## src/rtl/seq_alu.sv

```systemverilog
// Registered multi-function ALU with start/done handshake and ZERO/NEG/CARRY/OVF flags.
// Define SEQ_ALU_MUL_EN to build in the multi-cycle shift-and-add multiplier (op 110).
module seq_alu #(
  parameter int unsigned WIDTH = 8
) (
  input  logic             clk,
  input  logic             rst,
  input  logic             start,
  input  logic [2:0]       ALUOP,
  input  logic [WIDTH-1:0] readReg1,
  input  logic [WIDTH-1:0] readReg2,
  output logic             busy,
  output logic             done,
  output logic [WIDTH-1:0] resultALU,
  output logic             ZERO,
  output logic             NEG,
  output logic             CARRY,
  output logic             OVF
);

  localparam logic [2:0] OP_NOP  = 3'b000;
  localparam logic [2:0] OP_ADD  = 3'b001;
  localparam logic [2:0] OP_SUB  = 3'b010;
  localparam logic [2:0] OP_NAND = 3'b011;
  localparam logic [2:0] OP_SHL  = 3'b100;
  localparam logic [2:0] OP_SHR  = 3'b101;
  localparam logic [2:0] OP_ASR  = 3'b111;

  logic [WIDTH-1:0] res_q, res_d;
  logic             zero_q, zero_d;
  logic             neg_q, neg_d;
  logic             carry_q, carry_d;
  logic             ovf_q, ovf_d;
  logic             done_q, done_d;

  logic [WIDTH-1:0] sc_res;
  logic             sc_carry;
  logic             sc_ovf;
  logic [WIDTH:0]   sum;
  logic [WIDTH:0]   diff;

`ifdef SEQ_ALU_MUL_EN
  localparam logic [2:0]  OP_MUL   = 3'b110;
  localparam int unsigned AW       = 2 * WIDTH;
  localparam int unsigned CW       = $clog2(WIDTH);
  localparam logic [CW-1:0] CNT_LAST = CW'(WIDTH - 1);

  typedef enum logic {S_IDLE = 1'b0, S_MUL = 1'b1} state_t;

  state_t           state_q, state_d;
  logic             busy_q, busy_d;
  logic [AW-1:0]    acc_q, acc_d;
  logic [AW-1:0]    mcand_q, mcand_d;
  logic [WIDTH-1:0] mplier_q, mplier_d;
  logic [CW-1:0]    cnt_q, cnt_d;
  logic [AW-1:0]    mul_sum;
`endif

  // Result and flags of every single-cycle op, straight from the operand inputs.
  always_comb begin
    sc_res   = '0;
    sc_carry = 1'b0;
    sc_ovf   = 1'b0;
    sum      = {1'b0, readReg1} + {1'b0, readReg2};
    diff     = {1'b0, readReg1} - {1'b0, readReg2};
    case (ALUOP)
      OP_NOP: ;
      OP_ADD: begin
        sc_res   = sum[WIDTH-1:0];
        sc_carry = sum[WIDTH];
        sc_ovf   = (readReg1[WIDTH-1] == readReg2[WIDTH-1]) &&
                   (sum[WIDTH-1] != readReg1[WIDTH-1]);
      end
      OP_SUB: begin
        sc_res   = diff[WIDTH-1:0];
        sc_carry = diff[WIDTH];
        sc_ovf   = (readReg1[WIDTH-1] != readReg2[WIDTH-1]) &&
                   (diff[WIDTH-1] != readReg1[WIDTH-1]);
      end
      OP_NAND: sc_res = ~(readReg1 & readReg2);
      OP_SHL: begin
        sc_res   = {readReg1[WIDTH-2:0], 1'b0};
        sc_carry = readReg1[WIDTH-1];
      end
      OP_SHR: begin
        sc_res   = {1'b0, readReg1[WIDTH-1:1]};
        sc_carry = readReg1[0];
      end
      OP_ASR: begin
        sc_res   = {readReg1[WIDTH-1], readReg1[WIDTH-1:1]};
        sc_carry = readReg1[0];
      end
      default: ;
    endcase
  end

`ifdef SEQ_ALU_MUL_EN
  always_ff @(posedge clk or posedge rst) begin
    if (rst) state_q <= S_IDLE;
    else     state_q <= state_d;
  end

  always_comb begin
    state_d = state_q;
    case (state_q)
      S_IDLE:  if (start && (ALUOP == OP_MUL)) state_d = S_MUL;
      S_MUL:   if (cnt_q == CNT_LAST) state_d = S_IDLE;
      default: state_d = S_IDLE;
    endcase
  end
`endif

  // Datapath next values; flags move only together with done.
  always_comb begin
    res_d   = res_q;
    zero_d  = zero_q;
    neg_d   = neg_q;
    carry_d = carry_q;
    ovf_d   = ovf_q;
    done_d  = 1'b0;
`ifdef SEQ_ALU_MUL_EN
    busy_d   = 1'b0;
    acc_d    = acc_q;
    mcand_d  = mcand_q;
    mplier_d = mplier_q;
    cnt_d    = cnt_q;
    mul_sum  = acc_q + (mplier_q[0] ? mcand_q : '0);
    if (state_q == S_MUL) begin
      busy_d   = 1'b1;
      acc_d    = mul_sum;
      mcand_d  = mcand_q << 1;
      mplier_d = mplier_q >> 1;
      cnt_d    = cnt_q + CW'(1);
      if (cnt_q == CNT_LAST) begin
        busy_d  = 1'b0;
        done_d  = 1'b1;
        cnt_d   = '0;
        res_d   = mul_sum[WIDTH-1:0];
        carry_d = |mul_sum[AW-1:WIDTH];
        ovf_d   = 1'b0;
      end
    end else
`endif
    if (start) begin
`ifdef SEQ_ALU_MUL_EN
      if (ALUOP == OP_MUL) begin
        busy_d   = 1'b1;
        acc_d    = '0;
        mcand_d  = AW'(readReg1);
        mplier_d = readReg2;
        cnt_d    = '0;
      end else
`endif
      begin
        res_d   = sc_res;
        carry_d = sc_carry;
        ovf_d   = sc_ovf;
        done_d  = 1'b1;
      end
    end
    if (done_d) begin
      zero_d = (res_d == '0);
      neg_d  = res_d[WIDTH-1];
    end
  end

  always_ff @(posedge clk or posedge rst) begin
    if (rst) begin
      res_q   <= '0;
      zero_q  <= 1'b0;
      neg_q   <= 1'b0;
      carry_q <= 1'b0;
      ovf_q   <= 1'b0;
      done_q  <= 1'b0;
    end else begin
      res_q   <= res_d;
      zero_q  <= zero_d;
      neg_q   <= neg_d;
      carry_q <= carry_d;
      ovf_q   <= ovf_d;
      done_q  <= done_d;
    end
  end

`ifdef SEQ_ALU_MUL_EN
  always_ff @(posedge clk or posedge rst) begin
    if (rst) begin
      busy_q   <= 1'b0;
      acc_q    <= '0;
      mcand_q  <= '0;
      mplier_q <= '0;
      cnt_q    <= '0;
    end else begin
      busy_q   <= busy_d;
      acc_q    <= acc_d;
      mcand_q  <= mcand_d;
      mplier_q <= mplier_d;
      cnt_q    <= cnt_d;
    end
  end

  assign busy = busy_q;
`else
  assign busy = 1'b0;
`endif

  assign done      = done_q;
  assign resultALU = res_q;
  assign ZERO      = zero_q;
  assign NEG       = neg_q;
  assign CARRY     = carry_q;
  assign OVF       = ovf_q;

endmodule

```

## config.mk

```make
export PLATFORM = sky130hd
export DESIGN_NAME = seq_alu
export DESIGN_NICKNAME = d
export VERILOG_FILES = /design/src/rtl/seq_alu.sv
export SDC_FILE = /design/constraint.sdc
export NUM_CORES = 1
export LEC_CHECK = 0
export BUFFER_PORTS_ARGS = -buffer_cell sky130_fd_sc_hd__buf_2
export CAP_MARGIN = 20
export CORE_UTILIZATION = 30
export DETAILED_ROUTE_END_ITERATION = 7
export GPL_TIMING_DRIVEN = 1
export PLACE_DENSITY = 0.5
export SLEW_MARGIN = 25
export SYNTH_ARGS = -nofsm -noshare
export SYNTH_HDL_FRONTEND = slang
export SYNTH_SLANG_ARGS = --single-unit
```

## constraint.sdc

```tcl
create_clock -name clk -period 4.8 [get_ports clk]
set_input_delay 1.44 -clock clk [delete_from_list [all_inputs] [get_ports clk]]
set_output_delay 1.44 -clock clk [all_outputs]
set_load 0.02 [all_outputs]
```

==> metrics <==
status=finished, final reports clean; Post-synth top cells=inv_1 (20), nor2_1 (20), ha_1 (17); slew margin rel.=slightly below 60%; Residual DRC=0; initial drt markers=85; xor/xnor share of the synthesized area=~3.7%; drt first pass iters=4; switching portion of total power=39.4%; Synth Area in Compound Gates=32.4%; Peak VDD IR=113 uV; row count=26; Layout Nets=276; routed wire length=4300 um; CTS Buffer Depth=2; Worst Setup End Kind=flop; All-Layer GR Usage=about 15%; diode count=0; gr ovfl total=0; core box area=approximately 5200 um^2; TritonCTS Buffers=3; clk root buf=clkbuf_8; Max Used Layer=met4; Synth area leaders=dfrtp_1 (19%), ha_1 (13%), a21oi_1 (4.5%); RSZ-0062 raised after global routing=false; port bufs=34; FF-to-FF setup slack=2.93 ns; first-pass GRT wire length=7130 um; fin. max-slew vios=0; Die Area=5900 um^2; worst-path cell chain=buf_2 -> ha_1 -> inv_1 -> fa_1 -> o21bai_1 -> a21oi_1 -> o31ai_2 -> xnor2_1 -> a221o_1 -> a2111oi_0 -> a32o_1; cell-internal power=260 uW; Routed Antenna Nets=0; DIE HEIGHT=76.8 um; simple-gate share of the synthesized area=18.5%; top-area cell type share of the netlist area=19.4%; RR Startpoint=resultALU[5]$_DFF_PP0_; worst path bufs/invs=2; setup TNS=0 ns; skew final=0.000641 ns; final hold vios=0; critical path's slowest cell=a2111oi_0; Worst Reg-to-Reg Cells=6; Async SR Flop Fraction=100%; metal2 WL=1910 um; register area share after synthesis=19.4%; Clock Latency Late Sink=0.25 ns; Critical path origin=readReg1[0]; post-DP HPWL=3490 um; Synth Flop Type=dfrtp_1; CTS tree=built; power share of the clock group=22.9%; Netlist cell types=55; syn avg cell area=8.07 um^2; number of global-route vias before repair=1532; gpl congestion=0.875; CP Class=in -> reg; register bit total from synthesis=13; hold-fix buffer count after cts=0; Finished Core Util=between 30% and 40%; worst hold endpoint=resultALU[4]$_DFF_PP0_; Tcrit/Tclk final=about three quarters; synth warn=0; Leakage=0.903 nW; Vias per Instance=about 5.2; CP max stage delay=roughly 0.44 ns; Mapped Cells=208; Post-synth EDFFs=0; cell family with most CP delay=compound AO/OA/AOI/OAI gates; Critical Path RT=4.99 ns; Power Dens Cells=between 200 and 250 nW/um^2; synthesized cell area=approximately 1700 um^2; vias=1571; worst-margin pin slew=0.616 ns; Comb power frac=46.6%; Final min period=between 3 and 4 ns; clock sink total=13; R2R Path End=ZERO$_DFFE_PP0P_; pin count of the biggest net entering global routing=19; starting density of the core=32.1%; Worst setup SP type=input port; wire length per cell=14.1 um; WL met1=2170 um; mux cell area share after synthesis=1.19%; Hold Path Cell Cnt=1; boundary pin count=36; Post-Synth Adder-Cell Area=about 15%; postcts setup bufs=0; initial antenna violation count=0; share of layout cells above drive strength 1=21.4%; routed wl met3=~170 um; Final Setup Violations=0; # resized after CTS=0; Die X=76.8 um; sequential share of power=30.5%; critical path peak fanout=3; hold crit path type=reg -> reg; fmax=around 270 MHz; Max Cap Viol=0; Synth-to-Final Area Change=13.0%; largest family of logic cells by synthesized area=compound AO/OA/AOI/OAI gates; switching pwr=170 uW; HP Start=resultALU[4]$_DFF_PP0_; H-Tree Depth=1; arrival time worst endpoint=about 3.9 ns; clock-pin transition on the worst setup and hold timing paths=approximately 0.060 ns; syn nets=around 250; largest area contributor in the netlist=dfrtp_1
[per-stage QoR]
step           power, mW  area, um^2  setup WS (ns)  cells  hold WS (ns)
6_report           0.430        1900           1.11    304         0.489
5_1_grt            0.460        1900          0.918    304         0.503
4_1_cts            0.432        1900           1.12    304         0.491
3_5_place_dp       0.333        1850          0.858    300         0.474
3_3_place_gp       0.334        1850          0.961    300         0.479
2_1_floorplan      0.282        1680           1.29    208         0.595
[power by group through the flow]
stage          registers (mW)  clock network, mW  logic [mW]
3_5_place_dp            0.133                  0       0.200
3_3_place_gp            0.134                  0       0.200
6_report                0.131             0.0987       0.200
2_1_floorplan           0.151                  0       0.130
4_1_cts                 0.131             0.0996       0.201
5_1_grt                 0.133              0.105       0.221
[cells by family (layout without fill, tap and decap cells)]
group | after synthesis | after routing
compound gates | 74 | 74
simple gates | 60 | 60
buf+inv | 32 | 58
fa+ha+maj | 19 | 19
flops | 13 | 13
xor+xnor | 7 | 7
mux | 2 | 2
other cells | 1 | 1
[registers in the layout (all words and copies together) (netlist names)]
name / count
done: 1
resultALU: 8
CARRY: 1
ZERO: 1
NEG: 1
OVF: 1
[cells in the final DEF (no fill, tap or decap), drive strengths merged, types with 3 or more instances in the layout]
cell and n:
a211oi 3, a21o 4, a21oi 16, a221o 3, a31o 3, a31oi 4
buf 34, clkbuf 3, dfrtp 13, ha 17, inv 20, nand2 13
nand2b 6, nand3 4, nor2 20, nor2b 6, o21ai 14, o221ai 3
o2bb2ai 4, xnor2 6
[layer usage]
layer  GRT usage [%]  up-vias
met2            24.1       42
met1            20.4      725
met3            2.62        4
met5               0        -
met4            3.46        0
li1                -      800
[worst register-to-register path, stage by stage (launching register included)]
cell       delay [ns]
dfrtp_1          0.38
nor2b_1          0.15
a211oi_1         0.28
nand2_1          0.11
o211a_1          0.24
a2111oi_0        0.41
a32o_1           0.24
[layout make-up]
type                            count  area [um^2]
Clock buffer                        3         41.3
Sequential cell                    13          325
Timing Repair Buffer               34          170
Multi-Input combinational cell    163         1190
Fill cell                         569         3340
Tap cell                           70         87.6
Clock inverter                      1         5.00
Inverter                           20         75.1
[worst max-delay path by stage]
stage,slack (ns),cells after the start,end
after CTS,1.12,11,ZERO$_DFFE_PP0P_
after global placement,0.96,11,ZERO$_DFFE_PP0P_
after detailed placement,0.86,11,ZERO$_DFFE_PP0P_
after global routing,0.92,11,ZERO$_DFFE_PP0P_
after floorplan,1.29,10,ZERO$_DFFE_PP0P_
final,1.11,11,ZERO$_DFFE_PP0P_
No activity file was read; power rests on OpenSTA's default activity.
